**src/rtl/hawk_cpu_rd_req_buf.sv**
```systemverilog
// ------------------------------------------------------------------------
// hawk_cpu_rd_req_buf: in-order AR queue with outstanding-read limiting
// and next-page lookahead for the hawk read stall stage.   Rev 1.0
// ------------------------------------------------------------------------
`default_nettype none

`ifndef HACD_AXI4_ID_WIDTH
`define HACD_AXI4_ID_WIDTH 4
`endif
`ifndef HACD_AXI4_ADDR_WIDTH
`define HACD_AXI4_ADDR_WIDTH 32
`endif
`ifndef HACD_AXI4_USER_WIDTH
`define HACD_AXI4_USER_WIDTH 4
`endif

module hawk_cpu_rd_req_buf #(
  parameter int DEPTH           = 4,
  parameter int MAX_OUTSTANDING = 2,
  parameter int ID_WIDTH        = `HACD_AXI4_ID_WIDTH,
  parameter int ADDR_WIDTH      = `HACD_AXI4_ADDR_WIDTH,
  parameter int USER_WIDTH      = `HACD_AXI4_USER_WIDTH
) (
  input  logic                     clk,
  input  logic                     rst_n,
  input  logic [ID_WIDTH-1:0]      s_axi_arid,
  input  logic [ADDR_WIDTH-1:0]    s_axi_araddr,
  input  logic [7:0]               s_axi_arlen,
  input  logic [2:0]               s_axi_arsize,
  input  logic [1:0]               s_axi_arburst,
  input  logic [USER_WIDTH-1:0]    s_axi_aruser,
  input  logic                     s_axi_arvalid,
  output logic                     s_axi_arready,
  output logic [ID_WIDTH-1:0]      m_axi_arid,
  output logic [ADDR_WIDTH-1:0]    m_axi_araddr,
  output logic [7:0]               m_axi_arlen,
  output logic [2:0]               m_axi_arsize,
  output logic [1:0]               m_axi_arburst,
  output logic [USER_WIDTH-1:0]    m_axi_aruser,
  output logic                     m_axi_arvalid,
  input  logic                     m_axi_arready,
  input  logic                     r_mon_valid,
  input  logic                     r_mon_ready,
  input  logic                     r_mon_last,
  output logic                     lookahead_valid,
  output logic [ADDR_WIDTH-13:0]   lookahead_hppa,
  output logic [$clog2(DEPTH):0]   occupancy,
  output logic [7:0]               outstanding,
  output logic                     err_underflow
);

  localparam int PTR_W   = $clog2(DEPTH);
  localparam int OCC_W   = PTR_W + 1;
  localparam int ENTRY_W = ID_WIDTH + ADDR_WIDTH + 8 + 3 + 2 + USER_WIDTH;
  localparam int ADDR_LO = 8 + 3 + 2 + USER_WIDTH;

  localparam logic [OCC_W-1:0] FULL_CNT = OCC_W'(DEPTH);
  localparam logic [OCC_W-1:0] OCC_TWO  = OCC_W'(2);
  localparam logic [7:0]       MAX_OUT  = 8'(MAX_OUTSTANDING);

  logic [ENTRY_W-1:0] mem [DEPTH];
  logic [PTR_W-1:0]   wr_ptr;
  logic [PTR_W-1:0]   rd_ptr;
  logic [PTR_W-1:0]   rd_ptr_nxt;
  logic [ENTRY_W-1:0] head_entry;
  logic [ENTRY_W-1:0] next_entry;
  logic               enq;
  logic               deq;
  logic               r_done;

  // Both ready and valid derive only from registered state, so no input
  // can combinationally reach an output.
  assign s_axi_arready   = (occupancy != FULL_CNT);
  assign m_axi_arvalid   = (occupancy != '0) && (outstanding < MAX_OUT);
  assign lookahead_valid = (occupancy >= OCC_TWO);

  assign enq    = s_axi_arvalid && s_axi_arready;
  assign deq    = m_axi_arvalid && m_axi_arready;
  assign r_done = r_mon_valid && r_mon_ready && r_mon_last;

  assign rd_ptr_nxt = rd_ptr + PTR_W'(1);
  assign head_entry = mem[rd_ptr];
  assign next_entry = mem[rd_ptr_nxt];

  assign {m_axi_arid, m_axi_araddr, m_axi_arlen,
          m_axi_arsize, m_axi_arburst, m_axi_aruser} = head_entry;
  assign lookahead_hppa = next_entry[ADDR_LO+ADDR_WIDTH-1:ADDR_LO+12];

  // Payload storage carries no reset; validity is tracked by occupancy.
  always_ff @(posedge clk) begin
    if (enq) begin
      mem[wr_ptr] <= {s_axi_arid, s_axi_araddr, s_axi_arlen,
                      s_axi_arsize, s_axi_arburst, s_axi_aruser};
    end
  end

  always_ff @(posedge clk or negedge rst_n) begin
    if (!rst_n) begin
      wr_ptr    <= '0;
      rd_ptr    <= '0;
      occupancy <= '0;
    end else begin
      if (enq) wr_ptr <= wr_ptr + PTR_W'(1);
      if (deq) rd_ptr <= rd_ptr_nxt;
      if (enq && !deq)      occupancy <= occupancy + OCC_W'(1);
      else if (deq && !enq) occupancy <= occupancy - OCC_W'(1);
    end
  end

  // A burst completion with nothing in flight saturates at zero and flags it.
  always_ff @(posedge clk or negedge rst_n) begin
    if (!rst_n) begin
      outstanding   <= '0;
      err_underflow <= 1'b0;
    end else begin
      if (deq && !r_done) begin
        outstanding <= outstanding + 8'd1;
      end else if (r_done && !deq) begin
        if (outstanding == 8'd0) err_underflow <= 1'b1;
        else                     outstanding   <= outstanding - 8'd1;
      end
    end
  end

endmodule

`default_nettype wire
```
**config.mk**
```make
export PLATFORM = sky130hd
export DESIGN_NAME = hawk_cpu_rd_req_buf
export DESIGN_NICKNAME = d
export VERILOG_FILES = /design/src/rtl/hawk_cpu_rd_req_buf.sv
export SDC_FILE = /design/constraint.sdc
export NUM_CORES = 1
export LEC_CHECK = 0
export CORE_UTILIZATION = 50
export DETAILED_ROUTE_END_ITERATION = 10
export PLACE_DENSITY = 0.75
export SLEW_MARGIN = 10
export SYNTH_ARGS = -nofsm -noshare
export SYNTH_HDL_FRONTEND = slang
export SYNTH_SLANG_ARGS = --single-unit
```
**constraint.sdc**
```tcl
create_clock -name clk -period 5.44 [get_ports clk]
set_input_delay 0.816 -clock clk [delete_from_list [all_inputs] [get_ports clk]]
set_output_delay 0.816 -clock clk [all_outputs]
set_load 0.03 [all_outputs]
```
Word-level counts from Yosys, hierarchy flattened --
Memory sizes are Yosys's and may differ from the RTL's. Cells that the tools add are included.
Storage, ports and cells: flip-flop bits (word level) 16, latch bits 0, bits in writable memories 212, memory bits (read-only) 0, input bits 60, output and inout port bits 88, logic and storage cells 42, memories 1
Memory list:
- mem | depth 4, bits a word 53, read ports 2, clocked after memory_dff 0, wr ports 1, line 61 | logic [ENTRY_W-1:0] mem [DEPTH];
Operators by class: add/sub/neg operators 6, multipliers 0, div/mod/pow operators 0, order comparisons 2, equal/unequal tests 2, shift operators 0, muxes and demuxes 7, bitwise gates (word level) 1, reductions and logical operators 18
Operators with widths (count):
- 8-bit 2-to-1 mux | 3
- 1-bit logical AND | 9
- 8-bit by 1-bit adder with 8-bit output, second input constant | 1
- 8-bit logical NOT | 1
- 8-bit by 2-bit less-than comparator with 1-bit output, second input constant | 1
- 8-bit by 1-bit subtractor with 8-bit output, second input constant | 1
- 3-bit 2-to-1 mux | 2
- 2-bit by 1-bit adder with 2-bit output, second input constant | 2
- 2-bit nonzero test | 2
- 3-bit by 1-bit adder with 3-bit output, second input constant | 1
- 3-bit by 2-bit >= comparator with 1-bit output, second input constant | 1
- 1-bit logical NOT | 3
- 3-bit != test, second input constant | 1
- 3-bit AND reduction | 1
- 3-bit nonzero test | 1
- 3-bit by 1-bit subtractor with 3-bit output, second input constant | 1
- 1-bit 2-to-1 mux | 2
- 2-bit != test, second input constant | 1
- 2-bit AND reduction | 1
- 1-bit NOT | 1

Logic depth before layout (Yosys ltp) --
Gate-level depths: netlist (run 1).
depth in word-level cells 7, depth in mapped cells 12, gate-level depth less buffers 12

Worst setup path after synthesis (run 1) --
No wires, ideal clock.
kind register -> register, start reg outstanding[4], end reg outstanding[7], setup time 133 ps, arrival time 3525 ps, data required time 5307 ps, setup slack 1782 ps, cell stages (with the launch flop) 13, path buffers 0, clock period less this slack 3658 ps, cells stage by stage dfrtp_1 > or4_4 > nor3_2 > nand2_2 > inv_2 > ha_1 > inv_1 > ha_1 > o21ai_0 > nor3_1 > or4_1 > a21o_1 > xnor2_1
Between the ends: word-level cells in the longest chain between the ends 7, elaborated cells on any way between the ends 15, those cells by class add/sub (2); order compare (1); eq/ne (1); mux (3); reduce/logical (8)
RTL lines:
- start, declared | line 48 | output logic [7:0] outstanding,
- start signal, assigned | line 117 | outstanding <= outstanding + 8'd1;
- start signal, assigned | line 120 | else outstanding <= outstanding - 8'd1;
- 8-bit by 2-bit less-than comparator with 1-bit output (*) | line 74 | assign m_axi_arvalid = (occupancy != '0) && (outstanding < MAX_OUT);
- 1-bit logical AND (*) | line 74
- net m_axi_arvalid | line 40 | output logic m_axi_arvalid,
- 1-bit logical AND (*) | line 78 | assign deq = m_axi_arvalid && m_axi_arready;
- net deq | line 68 | logic deq;
- 1-bit logical NOT | line 118 | end else if (r_done && !deq) begin
- 1-bit logical AND | line 118
- 2-bit nonzero test (no line)
- 2-bit AND reduction (no line)
Mark *: on every way through the listed nets, which the timed path passes. The rest lies on a longest branch. The select of a mux whose other input is x is not followed. A chain may end at the register's enable or synchronous reset.

Worst setup path in the final report (run 1) --
start reg rd_ptr[0], end out m_axi_arid[1]
Between the ends: word-level cells in the longest chain between the ends 1
RTL lines:
- start, declared | line 63 | logic [PTR_W-1:0] rd_ptr;
- start signal, assigned | line 104 | if (deq) rd_ptr <= rd_ptr_nxt;
- memory read 4 x 53 bit
- end, declared | line 34 | output logic [ID_WIDTH-1:0] m_axi_arid,
No other way between the ends.

==> results of run 1 <==
[Yosys cell counts, types with 3 or more instances]
cell type / instances / area share [%]
nand2_1: 9 / 0.37
o21ai_0: 4 / 0.22
dfrtp_1: 16 / 4.3
o21ai_1: 3 / 0.16
and3_1: 4 / 0.27
buf_2: 11 / 0.60
edfxtp_1: 212 / 69
o21ai_2: 4 / 0.38
ha_1: 13 / 1.8
a21oi_1: 5 / 0.27
a21o_1: 4 / 0.33
xnor2_1: 5 / 0.48
xor2_1: 6 / 0.57
inv_1: 5 / 0.20
mux4_2: 73 / 18
clkbuf_1: 3 / 0.12
[flip-flops by register name, summed over array words and instances, names as in the netlist]
signal	cells
outstanding	8
err_underflow	1
mem	212
occupancy	3
rd_ptr	2
wr_ptr	2
[area by class of cell]
| cell class | instances | area (um2) |
|---|---|---|
| fillers | 1194 | 6341 |
| repair buffers | 153 | 1516 |
| clock inverters | 12 | 132.6 |
| clock buffers | 30 | 631.9 |
| inverters | 6 | 22.52 |
| flip-flops and latches | 228 | 6774 |
| multi-input cells | 156 | 2320 |
| well taps | 229 | 286.5 |
[cell families after synthesis]
family	count (synthesis)	synth area share, %
compound gates	26	1.916
xor+xnor	12	1.223
fa+ha+maj	15	2.201
buf+inv	23	1.386
flops	228	73.48
mux	75	18.10
simple gates	28	1.698
[routing by layer]
metal / vias up / part of all wire, % / global-route usage (%)
li1: 2042 / - / -
met2: 160 / 48 / 29.48
met4: 0 / 1.3 / 4.408
met3: 19 / 7.0 / 4.121
met5: - / 0 / 0
met1: 2388 / 43 / 25.64
[final timing paths]
check,end,cells past startpoint
max,m_axi_arid[1],3
min in group asynchronous,err_underflow$_DFFE_PN0P_,1
max in group asynchronous,rd_ptr[1]$_DFFE_PN0P_,1
max reg2reg,outstanding[7]$_DFFE_PN0P_,12
min,err_underflow$_DFFE_PN0P_,1
min reg2reg,err_underflow$_DFFE_PN0P_,1
[worst max-delay path: cells and delay by family, from the launching register on]
| family | cells | cell delay (ns) |
|---|---|---|
| buf+inv | 2 | 1.05 |
| flops | 1 | 1.04 |
| mux | 1 | 0.54 |
[report_power, final]
part / leakage (nW) / switching (mW) / internal (mW)
registers: 2.13 / 0.357 / 2.33
logic: 1.36 / 1.58 / 1.43
clock network: 0.376 / 0.609 / 0.958
total: 3.87 / 2.55 / 4.72
==> out/summary.txt, run 1 <==
cells after synthesis: 407
routability congestion estimate: 0.8134
pin count of the biggest net entering global routing: 63
synthesized flop and latch total: 228
die width: 137.7 um
worst hold slack: 0.4791 ns
commonest non-fill, non-tap cell in the layout: edfxtp_1
outcome: finished clean
CP Cell Sequence: buf_4 -> mux4_2 -> clkdlybuf4s50_1
critical setup path kind: flip-flop to output pin
Worst Setup End Kind: output pin
syn avg cell area: 22.63 um2
TritonCTS clock tree: built
Site Rows: 49
CTS sink count: 228
final worst-path cycle share: 73.05%
cts bufs inserted: 23
cell count after placement: 772
initial drt markers: 259
Final ANT Viol Nets: 0
Slowest Stage Delay on Critical Path: 1.04 ns
Worst Hold Launch: err_underflow$_DFFE_PN0P_
die height: 137.7 um
clk_lat worst skew: 0.50 ns
wire per inst: 20.88 um
max-capacitance violation count: 0
sequential fraction of the synthesis area: 73.48%
routed vias: 4609
Top Ports: 148
fmax: 0.2516 GHz
drt total wl: 16.99 mm
Syn-to-layout area delta: 26.87%
reg2reg start: outstanding[3]$_DFFE_PN0P_
Startpoint Class: flip-flop
residual DRC count: 0
# H-tree levels: 1
Peak VDD IR: 0.0004090 V
Ys Warns: 0
Core Footprint: 18020 um2
post-synth cell types: 38
Hold Buf Count CTS: 0
worst slack, placed: 1.915 ns
Slew @ Worst Pin: 1.088 ns
Worst setup startpoint: rd_ptr[0]$_DFFE_PN0P_
Power Total: 7.267 mW
Cell Area, Placed: 10920 um2
Finished Cell Area: 11680 um2
Post-synth top flop: edfxtp_1
root buffer cell: clkbuf_16
Port Buffers: 147
Clock Pin Slew Worst Setup and Hold Paths: 0.07 ns
Via density: 5.662
PD cells: 622.0 nW/um2
Rel. slew slack: 27.45%
Tmin final: 3.974 ns
detailed-placement wirelength estimate: 10.71 mm
Clock Skew: 0.01616 ns
setup_tns: 0 ns
vias in the first global route: 4777
Total GRT Usage: 18.31%
ys async rst share: 7.018%
Critical Path AT: 3.16 ns
unrepaired setup endpoints after global routing: no
most frequent cells in the layout: edfxtp_1, clkdlybuf4s50_1, mux4_2
Initial Util: 51.09%
setup ws final: 1.466 ns
post-layout util: 64.82%
Nets: 643
Post-synth EDFFs: 212
R2R Setup Slk: 2.10 ns
Slew Limit Fails: 0
gr ovfl total: 0
postcts setup bufs: 0
synthesized area: 9209 um2
HP Class: flip-flop to flip-flop
CP Max Fanout: 52
post-CTS resize count: 0
share of cells above drive strength 1: 22.74%
initial antenna violation count: 0
first-pass GRT wire length: 25.83 mm
Critical Path Slowest Stage Cell: dfrtp_4
leakage: 3.874 nW
Crit path required time: 4.62 ns
drt pass-1 iters: 4
CTS max path bufs: 3
Die ar.: 18960 um2
Antenna diodes: 0
Fin. Hold Viols: 0
Final setup violation count: 0
Syn Nets: 482
Finished Layout Cells: 814
Note: power is estimated with default switching activity, not from simulation.
==> run 2, diff against run 1 <==
- CORE_UTILIZATION: 50 -> 48
- PLACE_DENSITY: 0.75 -> 0.76
- clock period: 5.44 -> 3.3 ns (I/O delays scaled with it)
==> run 2 against run 1 <==
  * Utilization is 2.1 points lower
  * Global-route usage fell by 0.12 points
  * Final area grew 0.82%
  * Clock power grew 52%
  * Register-to-register slack worse by 1.9 ns
  * Clock skew fell by 0.0027 ns
  * Sequential share of layout area fell by 0.44 points
  * Sequential power up 55%
  * Non-clock buffer count increased by 5
==> out/summary.txt, run 2 (synthesis gave the netlist of run 1 again) <==
Slowest Stage Delay on Critical Path: 0.57 ns
max reg flops: 212
CP Max Fanout: 8
Antenna diodes: 0
Hold Buf Count CTS: 0
CTS sink count: 228
Peak VDD IR: 0.0006409 V
first-pass GRT wire length: 27.55 mm
Crit path required time: 3.68 ns
Clock Pin Slew Worst Setup and Hold Paths: 0.06 ns
unrepaired setup endpoints after global routing: no
Critical Path AT: 3.47 ns
share of cells above drive strength 1: 23.85%
Via density: 5.631
critical setup path kind: flip-flop to flip-flop
initial antenna violation count: 0
Rel. slew slack: 48.08%
final worst-path cycle share: 93.81%
Largest regs: mem: 212 flops, outstanding: 8 flops, occupancy: 3 flops
initial drt markers: 270
WP buf/inv: 2
max-capacitance violation count: 0
most used cell, CP: ha_4
die width: 140.5 um
Site Rows: 50
Die ar.: 19740 um2
outcome: finished clean
Syn-to-layout area delta: 27.92%
postcts setup bufs: 0
routability congestion estimate: 0.7906
switching share of power: 35.14%
root buffer cell: clkbuf_16
cts bufs inserted: 23
Final ANT Viol Nets: 0
Layout fillers: 1308
commonest non-fill, non-tap cell in the layout: edfxtp_1
Initial Util: 49.07%
Worst Setup End Kind: flip-flop
Core Footprint: 18770 um2
drt pass-1 iters: 4
Finished Cell Area: 11780 um2
Register Area: 6778 um2
Clock Skew: 0.01351 ns
Fin. Hold Viols: 0
most frequent cells in the layout: edfxtp_1, clkdlybuf4s50_1, mux4_2
CTS max path bufs: 3
routed vias: 4623
Slew @ Worst Pin: 0.7763 ns
register bank with the most flops: mem
Port Buffers: 147
TritonCTS clock tree: built
gr ovfl total: 0
vias in the first global route: 5055
fmax: 0.3230 GHz
Final setup violation count: 0
setup_tns: 0 ns
Int Power: 7.750 mW
Crit path max-delay family: simple AND/OR/NAND/NOR gates
Critical Path Slowest Stage Cell: or4_4
Startpoint Class: flip-flop
Nets: 648
die height: 140.5 um
Clock power frac: 20.0%
Cell Area, Placed: 11090 um2
# H-tree levels: 1
CP Cell Sequence: or4_4 -> nor3_4 -> nand2_2 -> inv_2 -> ha_4 -> inv_4 -> ha_4 -> a211oi_2 -> nor3_1 -> or4_1 -> a21o_1 -> xnor2_1
HP Class: input pin to async pin
sequential power share: 34.8%
wire per inst: 20.85 um
leakage: 3.872 nW
combinational share of power: 45.2%
PD cells: 1014 nW/um2
residual DRC count: 0
drt total wl: 17.12 mm
Top Ports: 148
Slew Limit Fails: 0
Total GRT Usage: 18.19%
post-CTS resize count: 0
detailed-placement wirelength estimate: 11.03 mm
pin count of the biggest net entering global routing: 54
Tmin final: 3.096 ns
sw power: 4.199 mW
multi-input logic area: 2389 um2
clk_lat worst skew: 0.49 ns
-- run 2: changes by cell type in the layout (fill, tap and decap cells not counted), sizes merged --
| cell | change |
|---|---|
| bufinv | -1 |
| buf | +5 |
| clkinvlp | +1 |
| clkinv | -2 |
| inv | -1 |
-- run 2: area by class of cell --
class / instances / area share (%)
Inverter: 6 / 0.2124
Multi-Input combinational cell: 156 / 20.28
Clock buffer: 30 / 5.109
Sequential cell: 228 / 57.54
Clock inverter: 9 / 0.7647
Timing Repair Buffer: 158 / 13.62
Tap cell: 234 / 2.485
-- run 2: power groups by stage --
| stage | clock, mW | combinational (mW) | sequential [mW] |
|---|---|---|---|
| 3_3_place_gp | 0 | 5.43 | 4.16 |
| 2_1_floorplan | 0 | 3.47 | 4.24 |
| 5_1_grt | 2.58 | 5.73 | 4.22 |
| 3_5_place_dp | 0 | 5.48 | 4.22 |
| 6_report | 2.39 | 5.41 | 4.16 |
| 4_1_cts | 2.45 | 5.51 | 4.16 |
-- run 2: path summary, 6_finish.rpt --
kind	start	endpoint	slack [ns]	depth (start not counted)
min	rst_n	outstanding[3]$_DFFE_PN0P_	0.46	1
max	outstanding[3]$_DFFE_PN0P_	outstanding[7]$_DFFE_PN0P_	0.20	12
min reg2reg	err_underflow$_DFFE_PN0P_	err_underflow$_DFFE_PN0P_	0.47	1
max reg2reg	outstanding[3]$_DFFE_PN0P_	outstanding[7]$_DFFE_PN0P_	0.20	12
max in group asynchronous	rst_n	rd_ptr[1]$_DFFE_PN0P_	2.27	1
min in group clk	err_underflow$_DFFE_PN0P_	err_underflow$_DFFE_PN0P_	0.47	1
-- run 2: routing by layer --
| metal | track usage [%] | part of all wire, % |
|---|---|---|
| met1 | 22.89 | 40 |
| met2 | 32.03 | 53 |
| met3 | 4.068 | 5.1 |
| met4 | 4.805 | 1.9 |
| met5 | 0 | 0 |
-- run 2: per-stage QoR --
stage,setup slack [ns],power (mW),util (%),cells,hold slack [ns]
2_1_floorplan,0.03370,7.714,-,407,0.1994
3_3_place_gp,0.2672,9.584,59.08,782,0.4468
3_5_place_dp,0.2025,9.698,59.08,782,0.4523
4_1_cts,0.1832,12.12,62.77,821,0.4581
5_1_grt,0.006084,12.52,62.77,821,0.4931
6_report,0.2044,11.95,62.77,821,0.4613
